===== src/rtl/vga_timing_pkg.sv =====
`default_nettype none
// ============================================================================
// Module      : vga_timing_pkg
// Description : Default 640x480@60 VGA timing constants, the shared counter
//               width and the small types used by the VGA output stage.
// Revision    : 1.0 - initial release
// ============================================================================
package vga_timing_pkg;

    // Column/row counters are this wide; 1024 covers 800 cols and 525 rows.
    localparam int unsigned c_CNT_W         = 10;

    // Standard 640x480 timing (25.175 MHz pixel clock).
    localparam int unsigned c_TOTAL_COLS    = 800;
    localparam int unsigned c_TOTAL_ROWS    = 525;
    localparam int unsigned c_ACTIVE_COLS   = 640;
    localparam int unsigned c_ACTIVE_ROWS   = 480;
    localparam int unsigned c_FRONT_PORCH_H = 16;
    localparam int unsigned c_BACK_PORCH_H  = 48;
    localparam int unsigned c_FRONT_PORCH_V = 10;
    localparam int unsigned c_BACK_PORCH_V  = 33;

    typedef logic [c_CNT_W-1:0] count_t;

    // One 12-bit RGB pixel as it travels through the pipeline.
    typedef struct packed {
        logic [3:0] red;
        logic [3:0] grn;
        logic [3:0] blu;
    } rgb_t;

endpackage : vga_timing_pkg
`default_nettype wire


===== src/rtl/vga_frame_counter.sv =====
`default_nettype none
// ============================================================================
// Module      : vga_frame_counter
// Description : Rebuilds the column/row position of an active-video style
//               sync stream. A rising edge of i_VSync marks pixel (0,0);
//               between frame starts the counters free-run and wrap at the
//               frame geometry. o_Lock rises at the first frame start.
// Revision    : 1.0 - initial release
// ============================================================================
module vga_frame_counter
    import vga_timing_pkg::*;
#(
    parameter int unsigned TOTAL_COLS = c_TOTAL_COLS,
    parameter int unsigned TOTAL_ROWS = c_TOTAL_ROWS
) (
    input  logic               i_Clk,
    input  logic               i_Rst,
    input  logic               i_VSync,
    output logic [c_CNT_W-1:0] o_Col,
    output logic [c_CNT_W-1:0] o_Row,
    output logic               o_Lock
);

    localparam count_t c_LAST_COL = count_t'(TOTAL_COLS - 1);
    localparam count_t c_LAST_ROW = count_t'(TOTAL_ROWS - 1);
    localparam count_t c_ONE      = count_t'(1);

    logic   r_VSync_Prev;
    count_t r_Col;
    count_t r_Row;
    logic   r_Lock;
    logic   w_Frame_Start;

    // A frame begins on the first sample where VSync is high after being low.
    // r_VSync_Prev resets high so that coming out of reset in the middle of
    // an active frame (VSync already high) is not mistaken for a frame start.
    assign w_Frame_Start = i_VSync & ~r_VSync_Prev;

    // Position counters: frame start snaps to (0,0) and wins over line wrap.
    always_ff @(posedge i_Clk) begin
        if (i_Rst) begin
            r_VSync_Prev <= 1'b1;
            r_Col        <= '0;
            r_Row        <= '0;
            r_Lock       <= 1'b0;
        end else begin
            r_VSync_Prev <= i_VSync;
            if (w_Frame_Start) begin
                r_Col  <= '0;
                r_Row  <= '0;
                r_Lock <= 1'b1;
            end else if (r_Col == c_LAST_COL) begin
                r_Col <= '0;
                r_Row <= (r_Row == c_LAST_ROW) ? '0 : r_Row + c_ONE;
            end else begin
                r_Col <= r_Col + c_ONE;
            end
        end
    end

    assign o_Col  = r_Col;
    assign o_Row  = r_Row;
    assign o_Lock = r_Lock;

endmodule : vga_frame_counter
`default_nettype wire


===== src/rtl/vga_sync_porch.sv =====
`default_nettype none
// ============================================================================
// Module      : vga_sync_porch
// Description : VGA connector output stage. Converts active-video style
//               syncs into negative-polarity HSync/VSync pulses placed by the
//               porch parameters, blanks video outside the visible area and
//               delay-matches everything to a fixed 2-clock latency.
// Revision    : 1.0 - initial release
// ============================================================================
module vga_sync_porch
    import vga_timing_pkg::*;
#(
    parameter int unsigned TOTAL_COLS    = c_TOTAL_COLS,
    parameter int unsigned TOTAL_ROWS    = c_TOTAL_ROWS,
    parameter int unsigned ACTIVE_COLS   = c_ACTIVE_COLS,
    parameter int unsigned ACTIVE_ROWS   = c_ACTIVE_ROWS,
    parameter int unsigned FRONT_PORCH_H = c_FRONT_PORCH_H,
    parameter int unsigned BACK_PORCH_H  = c_BACK_PORCH_H,
    parameter int unsigned FRONT_PORCH_V = c_FRONT_PORCH_V,
    parameter int unsigned BACK_PORCH_V  = c_BACK_PORCH_V
) (
    input  logic       i_Clk,
    input  logic       i_Rst,
    input  logic       i_HSync,
    input  logic       i_VSync,
    input  logic [3:0] i_Red_Video,
    input  logic [3:0] i_Grn_Video,
    input  logic [3:0] i_Blu_Video,
    output logic       o_HSync,
    output logic       o_VSync,
    output logic [3:0] o_Red_Video,
    output logic [3:0] o_Grn_Video,
    output logic [3:0] o_Blu_Video,
    output logic       o_Locked
);

    // Sync pulse windows (inclusive) and visible-area limits, in counter units.
    localparam count_t c_HS_START  = count_t'(ACTIVE_COLS + FRONT_PORCH_H);
    localparam count_t c_HS_END    = count_t'(TOTAL_COLS - BACK_PORCH_H - 1);
    localparam count_t c_VS_START  = count_t'(ACTIVE_ROWS + FRONT_PORCH_V);
    localparam count_t c_VS_END    = count_t'(TOTAL_ROWS - BACK_PORCH_V - 1);
    localparam count_t c_ACT_COLS  = count_t'(ACTIVE_COLS);
    localparam count_t c_ACT_ROWS  = count_t'(ACTIVE_ROWS);

    count_t r_Col;
    count_t r_Row;
    logic   w_Lock;
    rgb_t   r1_Video;
    logic   w_HSync_Pulse;
    logic   w_VSync_Pulse;
    logic   w_Visible;
    logic   w_unused_hsync;

    // The column counter reconstructs everything the input HSync carries,
    // so the input HSync is intentionally not consumed.
    assign w_unused_hsync = i_HSync;

    // Stage 1: position recovery from the input vertical sync.
    vga_frame_counter #(
        .TOTAL_COLS (TOTAL_COLS),
        .TOTAL_ROWS (TOTAL_ROWS)
    ) u_frame_counter (
        .i_Clk   (i_Clk),
        .i_Rst   (i_Rst),
        .i_VSync (i_VSync),
        .o_Col   (r_Col),
        .o_Row   (r_Row),
        .o_Lock  (w_Lock)
    );

    // Stage 1: register the pixel alongside the counters so they stay aligned.
    always_ff @(posedge i_Clk) begin
        if (i_Rst) begin
            r1_Video <= '0;
        end else begin
            r1_Video <= '{red: i_Red_Video, grn: i_Grn_Video, blu: i_Blu_Video};
        end
    end

    // Pulse and visibility decode from the stage-1 position; nothing is shown
    // or pulsed until the position has been anchored by a frame start.
    assign w_HSync_Pulse = w_Lock && (r_Col >= c_HS_START) && (r_Col <= c_HS_END);
    assign w_VSync_Pulse = w_Lock && (r_Row >= c_VS_START) && (r_Row <= c_VS_END);
    assign w_Visible     = w_Lock && (r_Col < c_ACT_COLS) && (r_Row < c_ACT_ROWS);

    // Stage 2: registered connector outputs, active-low syncs, blanked video.
    always_ff @(posedge i_Clk) begin
        if (i_Rst) begin
            o_HSync     <= 1'b1;
            o_VSync     <= 1'b1;
            o_Red_Video <= 4'h0;
            o_Grn_Video <= 4'h0;
            o_Blu_Video <= 4'h0;
            o_Locked    <= 1'b0;
        end else begin
            o_HSync     <= ~w_HSync_Pulse;
            o_VSync     <= ~w_VSync_Pulse;
            o_Red_Video <= w_Visible ? r1_Video.red : 4'h0;
            o_Grn_Video <= w_Visible ? r1_Video.grn : 4'h0;
            o_Blu_Video <= w_Visible ? r1_Video.blu : 4'h0;
            o_Locked    <= w_Lock;
        end
    end

endmodule : vga_sync_porch
`default_nettype wire


===== config.mk =====
export PLATFORM = sky130hd
export DESIGN_NAME = vga_sync_porch
export DESIGN_NICKNAME = d
export VERILOG_FILES = /design/src/rtl/vga_timing_pkg.sv /design/src/rtl/vga_frame_counter.sv /design/src/rtl/vga_sync_porch.sv
export SDC_FILE = /design/constraint.sdc
export NUM_CORES = 1
export LEC_CHECK = 0
export BUFFER_PORTS_ARGS = -buffer_cell sky130_fd_sc_hd__clkbuf_2
export CORE_AREA = 2 2 44 86
export DETAILED_ROUTE_END_ITERATION = 8
export DIE_AREA = 0 0 46 88
export GPL_ROUTABILITY_DRIVEN = 0
export PLACE_DENSITY_LB_ADDON = 0.3
export SLEW_MARGIN = 0
export SYNTH_ARGS = -nofsm -noshare
export SYNTH_HDL_FRONTEND = slang
export SYNTH_SLANG_ARGS = --single-unit

===== constraint.sdc =====
create_clock -name i_Clk -period 2.6 [get_ports i_Clk]
set_clock_uncertainty 0.15 [all_clocks]
set_input_delay 0.39 -clock i_Clk [delete_from_list [all_inputs] [get_ports i_Clk]]
set_output_delay 0.39 -clock i_Clk [all_outputs]
set_load 0.05 [all_outputs]

Word-level counts from Yosys, hierarchy flattened
Cells that the tools add are included.
- multiplexer cells: 1
- reduce and logical (&&, ||, !) cells: 9
- bitwise logic cells: 5
- $add $sub $neg: 2
- $lt $le $gt $ge: 6
- eq/ne operators: 2
- operators by type and width (kind ; number):
    10-bit by 1-bit adder with 10-bit output (second input constant) ; 2
    10-bit == test (second input constant) ; 2
    10-bit greater-or-equal comparator (second input constant) ; 1
    10-bit by 9-bit greater-or-equal comparator with 1-bit output (second input constant) ; 1
    10-bit <= comparator (second input constant) ; 1
    10-bit by 9-bit <= comparator with 1-bit output (second input constant) ; 1
    10-bit less-than comparator (second input constant) ; 1
    10-bit by 9-bit less-than comparator with 1-bit output (second input constant) ; 1
    10-bit two-way mux ; 1
    1-bit logical AND ; 6
    1-bit NOT ; 4
    2-bit OR reduction ; 2
    3-bit OR reduction ; 1
    1-bit AND ; 1
- register bits: 49
- output and inout port bits: 15
- logic and storage cells: 38
- input bits: 16

Longest topological paths before layout
Gate-level depths: netlist of the first run.
- word-level depth: 5
- depth in mapped cells: 6
- mapped depth without buffers: 6

Hierarchy
Synthesis of the first run repeated with hierarchy kept, for this count alone.
- cell total of the unflattened synthesis: 179
- area total of the unflattened synthesis: 1793.0 sq um
- modules (own cells, without submodules) (module ; area each (sq um) ; cells an instance ; instances ; seq. area each (sq um)):
    vga_frame_counter ; 997.2 ; 114 ; 1 ; 440.4
    vga_sync_porch ; 795.8 ; 65 ; 1 ; 540.5

Worst setup path after synthesis of the first run
OpenSTA, ideal clock, no wires.
- path kind: reg-to-reg
- start point: register u_frame_counter.r_Col[0], in the netlist u_frame_counter.o_Col[0]
- end point: register u_frame_counter.r_Row[7], in the netlist u_frame_counter.o_Row[7]
- cell stages (with the launch flop): 6
- arrival: 1770 ps
- path slack: 608 ps
- data required time: 2378 ps
- buffers on the path: 0
- period minus slack after synthesis: 1992 ps
- setup time: 72 ps
- cell sequence: dfxtp_1 > ha_1 > nand3_1 > or4_4 > or3_1 > a21oi_1
- cells in the longest elaborated chain, start to end: 1
- RTL lines (item ; line ; text):
    start, declared ; vga_frame_counter.sv:29 ; count_t r_Col;
    start signal, assigned ; vga_frame_counter.sv:56 ; r_Col <= r_Col + c_ONE;
    10-bit == test ; vga_frame_counter.sv:52 ; end else if (r_Col == c_LAST_COL) begin
    end signal, assigned ; vga_frame_counter.sv:54 ; r_Row <= (r_Row == c_LAST_ROW) ? '0 : r_Row + c_ONE;
    end, declared ; vga_frame_counter.sv:30 ; count_t r_Row;
Every way passes these cells.
A chain may end at the register's enable or synchronous reset.

Worst setup path after layout of the first run
- start point: register u_frame_counter.r_Col[0], in the netlist u_frame_counter.o_Col[0]
- end point: register u_frame_counter.r_Row[8], in the netlist u_frame_counter.o_Row[8]
Same word-level chain as after synthesis.

==> metrics, run 1 <==
fill count slightly below 300; worst setup path category register to register; Crit-path slowest cell or3_1; DRC violations left 0; critical path peak fanout 8; layout cells sized above 1 20.8%; drt wl/cell about 13 um; Ports 31; CP max stage delay 0.51 ns; hold_buf cts 0; multi-input combinational cell area 748 sq um; Final ANT Viol Nets 0; final instance area roughly 2000 sq um; die area 4050 sq um; Mapped Cells 178; Skew-Pair Late Insertion Delay 0.30 ns; Syn Nets 199; chip width 46 um; Final Hold Vio Count 0; fmax 444 MHz; Fin Setup TNS 0 ns; Worst Path Required 2.61 ns; Chip Height 88 um; GR Overflow Total 0; DP Wirelength ~2300 um; Design Power 0.00130 W; most frequent cells in the layout 49 x dfxtp_1, 29 x clkbuf_2, 17 x nor2_1, 13 x nor2b_1, 12 x and2_1; Bufs and invs on worst path 0; Via density 5.26; Max Slew Vio Count 0; element type at the critical path start register; synthesized area roughly 1800 sq um; relative slew slack about three fifths; first-pass GRT wire length 5020 um; nets 232; PostCTS Resize Cnt 0; Routed WL a little over 3000 um; clk root buf clkbuf_8; initial antenna violation count 0; max-cap violations 0; minimum clock period around 2.3 ns; measured slew at the worst slew-check pin 0.584 ns; Yosys cell types 32; critical path, cell by cell ha_1 > nand3_1 > or3_1 > o21ai_1 > a21oi_1; commonest non-fill, non-tap cell in the layout dfxtp_1; Diodes inserted 0; clk slew on worst S/H paths 0.09 ns; Synth top area share between 50% and 60%; Core ar. 3380 sq um; worst setup margin 0.348 ns; CTS tree yes; GRT Total Usage around 17%; Tcrit/Tclk final roughly 87%; Clock H-tree levels 2; Area contributors post-synth dfxtp_1 55%, nor2b_1 4.6%, and2_1 4.2%; crit-path leading delay family simple AND/OR/NAND/NOR gates; post-synthesis register bit count roughly 50; unrepaired setup endpoints after global routing false; count of final setup violators 0; port bufs 29; Power Density 635 nW/um^2; clk sinks between 40 and 50; Worst setup EP type register; CTS Buf Count 5; Data arrival, critical path between 2 and 2.5 ns; worst hold slack 0.131 ns; worst slack, placed 0.364 ns; register area 981 sq um; largest net degree at the start of global routing 18; synthesis-to-layout area growth 15.5%; outcome completed; sequential-to-total area share from yosys stat between 50% and 60%; area leader, netlist dfxtp_1; VDD IR max ~0.6 mV; Starting Density 52.4%; HP Class input port to register; vias in the first global route 1,232; Post-CTS Setup Bufs 0; vias roughly 1,300; Ys Warns 0; Clock Tree Buf Depth 2; syn avg cell area 9.95 sq um; cell row count 30; Iter 0 DRT Violations 26; first-pass detailed-route iteration total 4; placed standard-cell area 1940 sq um; leakage power 0.828 nW; R2R setup slack 0.35 ns
[synth_stat cells]
cell type / count
dfxtp_1: 49
nor2_1: 17
nor2b_1: 13
and2_1: 12
nand3_1: 9
inv_1: 8
nand2_1: 7
xnor2_1: 7
nand4_1: 6
xor2_1: 6
a21oi_1: 5
ha_1: 5
nor4_1: 4
o21ai_0: 4
clkbuf_1: 3
or3_1: 3
and3_1: 2
nor3_1: 2
nor3b_1: 2
or2_2: 2
a31o_2: 1
and3_2: 1
and4_1: 1
and4b_1: 1
nand2b_1: 1
nor4b_1: 1
o21ai_1: 1
o311ai_0: 1
or3_2: 1
or4_1: 1
or4_4: 1
or4b_4: 1
[stage by stage]
step	cells	utilization, %
4_1_cts	244	60.5
6_report	244	60.5
3_5_place_dp	236	57.6
3_3_place_gp	236	57.6
5_1_grt	244	60.5
2_1_floorplan	178	-
[cell families (layout without fill, tap and decap cells)]
kind of cell,count (synthesis),count (layout),synth area share [%]
AND/OR/NAND/NOR,88,88,28.5
AO/OA/AOI/OAI,12,12,3.82
adder cells (fa/ha/maj),5,5,3.53
XOR/XNOR,13,13,6.43
flip-flops,49,49,55.4
buffers and inverters,11,45,2.33
[state kept, by name (all words and copies together), names as in the netlist]
signal / count
u_frame_counter.o_Lock: 1
o_Locked: 1
o_HSync: 1
u_frame_counter.r_VSync_Prev: 1
u_frame_counter.o_Col: 10
r1_Video: 12
o_Grn_Video: 4
o_Blu_Video: 4
o_VSync: 1
o_Red_Video: 4
u_frame_counter.o_Row: 10
[cell type report]
type	instances	area share (%)
Clock buffer	6	4.04
Multi-Input combinational cell	118	36.6
Sequential cell	49	48.0
Clock inverter	2	0.857
Timing Repair Buffer	29	7.10
Tap cell	32	1.96
Inverter	8	1.47
[where the power goes]
part / switching [W] / total (W) / internal (W)
Sequential: 0.00000728 / 0.000775 / 0.000768
Combinational: 0.0000303 / 0.0000518 / 0.0000215
Clock: 0.000252 / 0.000472 / 0.000221
Total: 0.000289 / 0.00130 / 0.00101
[path summary, 6_finish.rpt]
check	start	to	cells after the start
worst max-delay path	u_frame_counter.o_Col[0]$_SDFF_PP0_	u_frame_counter.o_Row[8]$_SDFFE_PP0P_	5
worst min-delay path	i_VSync	u_frame_counter.r_VSync_Prev$_SDFF_PP1_	2
worst max register to register	u_frame_counter.o_Col[0]$_SDFF_PP0_	u_frame_counter.o_Row[8]$_SDFFE_PP0P_	5
worst min register to register	r1_Video[1]$_SDFF_PP0_	o_Blu_Video[1]$_SDFF_PP0_	1
[metal layers]
layer	share of wire (%)	GRT usage, %
met5	0	0
met3	2.4	4.95
met1	39	15.9
met2	56	30.4
met4	3.4	10.1
No activity file was read; power rests on OpenSTA's default activity.
==> run 2, diff against run 1 <==
- CTS_BUF_LIST: not set -> sky130_fd_sc_hd__clkbuf_16
==> run 2 against run 1 <==
Against the previous run: via count is 1.6% higher; hold slack better by 0.016 ns; fmax down 0.49%; non-clock buffer count unchanged; final area up 2.3%; global-route usage grew 1.5 points; core utilization rose by 1.4 points; worst setup slack got worse by 0.011 ns; highest routed layer unchanged; combinational power rose by 1%; die area did not move; power rose by 12%.
==> metrics, run 2 (synthesis results as in run 1) <==
critical path peak fanout 8; Fin Setup TNS 0 ns; Core ar. 3380 sq um; max reg flops 12; placed cells between 200 and 250; VDD IR max 0.583 mV; cell row count 30; Data arrival, critical path ~2.3 ns; DP Wirelength roughly 2300 um; Max Slew Vio Count 0; Final Hold Vio Count 0; Via density 5.34; die area about 4000 sq um; minimum clock period 2.26 ns; count of final setup violators 0; max-cap violations 0; initial antenna violation count 0; largest net degree at the start of global routing 18; PostCTS Resize Cnt 0; element type at the critical path start register; fill count 288; vias in the first global route between 1,000 and 1,500; port bufs 29; GRT Total Usage 18.5%; leakage power 0.848 nW; relative slew slack 59.7%; clk slew on worst S/H paths about 0.070 ns; layout cells sized above 1 20.3%; unrepaired setup endpoints after global routing false; Skew-Pair Late Insertion Delay 0.29 ns; CTS Buf Count 5; Final ANT Viol Nets 0; Post-CTS Setup Bufs 0; Crit-path slowest cell o21ai_1; Tcrit/Tclk final 87.0%; outcome completed; critical path, cell by cell ha_1 > nand3_1 > or3_1 > o21ai_1 > nor2_1; Finished Layout Cells 244; hold_buf cts 0; Iter 0 DRT Violations 28; chip width 46 um; Worst setup EP type register; Starting Density roughly 52%; clk sinks between 40 and 50; synthesis-to-layout area growth 18.1%; clk root buf clkbuf_16; Clock Tree Buf Depth 2; Diodes inserted 0; Routed WL 3180 um; Chip Height 88 um; drt wl/cell 13.0 um; vias 1,304; HP Class input port to register; first-pass detailed-route iteration total 4; Worst Path Required 2.61 ns; nets approximately 230; most frequent cells in the layout 49 x dfxtp_1, 29 x clkbuf_2, 17 x nor2_1, 13 x nor2b_1, 12 x and2_1; measured slew at the worst slew-check pin 0.600 ns; CP max stage delay 0.53 ns; worst setup path category register to register; first-pass GRT wire length between 5000 and 6000 um; DRC violations left 0; Clock H-tree levels 2; CTS tree yes; Power Density 699 nW/um^2; fmax 442 MHz; Most flops, register r1_Video; GR Overflow Total 0; commonest non-fill, non-tap cell in the layout dfxtp_1; Ports 31
## run 2: changes by cell type in the layout (fill, tap and decap cells not counted), sizes merged
cell	delta
clkbuf	-1
clkinv	+1
## run 2: layout make-up
type / count / area [sq um] / area share (%)
Multi-Input combinational cell: 118 / 748 / 35.8
Inverter: 8 / 30.0 / 1.44
Sequential cell: 49 / 981 / 46.9
Tap cell: 32 / 40.0 / 1.92
Timing Repair Buffer: 29 / 145 / 6.94
Clock inverter: 3 / 21.3 / 1.02
Clock buffer: 5 / 125 / 5.98
## run 2: metrics by stage
stage | instance area, sq um | power [W] | hold WS (ns) | utilization, % | setup slack, ns
finish | 2090 | 0.00146 | 0.147 | 61.9 | 0.337
global route | 2090 | 0.00152 | 0.152 | 61.9 | 0.158
CTS | 2090 | 0.00148 | 0.139 | 61.9 | 0.343
detailed placement | 1940 | 0.000845 | 0.261 | 57.6 | 0.364
global placement | 1940 | 0.000841 | 0.258 | 57.6 | 0.471
floorplan | 1770 | 0.000824 | 0.256 | - | 0.608
## run 2: final timing paths
kind	startpoint	slack, ns	endpoint	cells after the start
worst max-delay path	u_frame_counter.o_Col[0]$_SDFF_PP0_	0.34	u_frame_counter.o_Row[3]$_SDFFE_PP0P_	5
worst min-delay path	i_VSync	0.15	u_frame_counter.r_VSync_Prev$_SDFF_PP1_	2
worst max register to register	u_frame_counter.o_Col[0]$_SDFF_PP0_	0.34	u_frame_counter.o_Row[3]$_SDFFE_PP0P_	5
worst min register to register	r1_Video[1]$_SDFF_PP0_	0.27	o_Blu_Video[1]$_SDFF_PP0_	1
## run 2: critical path: cells and delay by family, from the launching register on
kind	cells	cell delay [ns]
and+or+nand+nor	3	0.84
DFF	1	0.39
adders and majority gates	1	0.23
AOI/OAI and AO/OA	1	0.53
## run 2: routing by layer
| metal | vias to the layer above | routed length (um) | GRT usage (%) |
|---|---|---|---|
| met1 | 607 | 1160 | 16.1 |
| met4 | 0 | 158 | 14.3 |
| met3 | 13 | 96 | 5.15 |
| met5 | - | 0 | 0 |
| li1 | 663 | - | - |
| met2 | 21 | 1770 | 32.7 |
## run 2: power by group
part,total (W),internal [W],leakage (nW),switching (W)
registers,0.000775,0.000768,0.399,0.00000719
logic,0.0000524,0.0000215,0.376,0.0000309
clock network,0.000633,0.000358,0.0718,0.000275
total,0.00146,0.00115,0.848,0.000313
==> run 3, diff against run 2 <==
- CORE_AREA: 2 2 44 86 -> 2 2 72 53
- DIE_AREA: 0 0 46 88 -> 0 0 74 55
==> run 3 against run 2 <==
Against the previous run: global-route usage fell by 1.2 points; wire length rose by 3.3%; first-iteration DRC count increased by 71%; clock power decreased by 3%; via count about the same.
==> metrics, run 3 (synthesis results as in run 1) <==
measured slew at the worst slew-check pin 0.666 ns; relative slew slack 55.2%; worst setup path category register to register; Net Sw Frac a little over a fifth; largest net degree at the start of global routing 18; Clock H-tree levels 2; Final Util 62.1%; hold path start i_VSync; Tcrit/Tclk final 88.6%; first-pass detailed-route iteration total 4; switching power total about 0.0003 W; Setup crit start u_frame_counter.o_Col[0]$_SDFF_PP0_; port bufs 29; chip width between 70 and 80 um; first-pass GRT wire length 5160 um; Diodes inserted 0; VDD IR max 0.423 mV; Seq pwr share about 54%; max reg flops 12; Max Slew Vio Count 0; unrepaired setup endpoints after global routing false; Core ar. 3400 sq um; Starting Density a little over half; GRT Total Usage 17.3%; Cell Int Power between 0.001 and 0.0015 W; Most flops, register r1_Video; clk root buf clkbuf_16; clk sinks 49; worst slack, placed 0.334 ns; Data arrival, critical path 2.30 ns; Ports 31; cell row count 18; Gate power share between 3 and 4%; clk slew on worst S/H paths roughly 0.060 ns; Fin Setup TNS 0 ns; outcome completed; vias roughly 1,300; Clk pwr share 42.6%; max-cap violations 0; vias in the first global route 1,132; count of final setup violators 0; worst setup margin between 0.2 and 0.3 ns; Crit Reg-Reg Startpoint u_frame_counter.o_Col[0]$_SDFF_PP0_; minimum clock period 2.30 ns; Final Hold Vio Count 0; Via density 4.98; most frequent cells in the layout 49 x dfxtp_1, 29 x clkbuf_2, 17 x nor2_1, 13 x nor2b_1, 12 x and2_1; synthesis-to-layout area growth 19.2%; layout cells sized above 1 about 20%; Final ANT Viol Nets 0; GR Overflow Total 0; CTS Buf Count 5; commonest non-fill, non-tap cell in the layout dfxtp_1; fmax approximately 430 MHz; initial antenna violation count 0; HP Class input port to register; Worst Path Required 2.60 ns; Chip Height between 50 and 60 um; leakage power approximately 0.84 nW; Routed WL 3290 um; Skew-Pair Late Insertion Delay approximately 0.28 ns; routed wl met2 ~1500 um; hold_buf cts 0; DR WL met3 132 um; DP Wirelength about 2400 um; DRC violations left 0; Worst setup EP type register; Post-CTS Setup Bufs 0; drt wl/cell 12.5 um; top routing layer in use met4; CTS tree yes; Iter 0 DRT Violations 48; Clock Tree Buf Depth 2; met1 WL around 1600 um; Power Density 683 nW/um^2; PostCTS Resize Cnt 0; nets 232; element type at the critical path start register; die area 4070 sq um; critical path peak fanout 8
run 3: routing by layer:
metal,global-route usage (%),up-vias
met3,4.89,7
met2,27.2,32
li1,-,662
met4,7.58,0
met1,22.5,604
met5,0,-
run 3: through the flow:
| stage | area [sq um] | cells | hold slack (ns) | total power [W] |
|---|---|---|---|---|
| floorplan | 1770 | 178 | 0.256 | 0.000824 |
| global placement | 1970 | 254 | 0.256 | 0.000841 |
| detailed placement | 1970 | 254 | 0.260 | 0.000845 |
| CTS | 2110 | 262 | 0.152 | 0.00145 |
| global route | 2110 | 262 | 0.162 | 0.00150 |
| finish | 2110 | 262 | 0.152 | 0.00144 |
run 3: layout make-up:
class | count | area [sq um]
repair buffers | 29 | 145
fillers | 270 | 1290
multi-input cells | 118 | 748
clock buffers | 5 | 125
well taps | 50 | 62.6
inverters | 8 | 30.0
clock inverters | 3 | 18.8
flip-flops and latches | 49 | 981
run 3: power by group through the flow:
stage	sequential [W]	clock [W]	combinational [W]
2_1_floorplan	0.000800	0	0.0000242
3_3_place_gp	0.000791	0	0.0000504
3_5_place_dp	0.000792	0	0.0000532
4_1_cts	0.000775	0.000622	0.0000537
5_1_grt	0.000777	0.000660	0.0000586
6_report	0.000775	0.000614	0.0000528
run 3: worst max-delay path, cell delays in order, from the launching register on:
cell and delay [ns]:
dfxtp_1 0.40, ha_1 0.22, nand3_1 0.24, or3_1 0.53, o21ai_1 0.53, nor2_1 0.11
run 3: path summary, 6_finish.rpt:
| path | cells after the start | endpoint | slack [ns] |
|---|---|---|---|
| max | 5 | u_frame_counter.o_Row[5]$_SDFFE_PP0P_ | 0.30 |
| min | 2 | u_frame_counter.r_VSync_Prev$_SDFF_PP1_ | 0.15 |
| max reg2reg | 5 | u_frame_counter.o_Row[5]$_SDFFE_PP0P_ | 0.30 |
| min reg2reg | 1 | o_Grn_Video[0]$_SDFF_PP0_ | 0.27 |
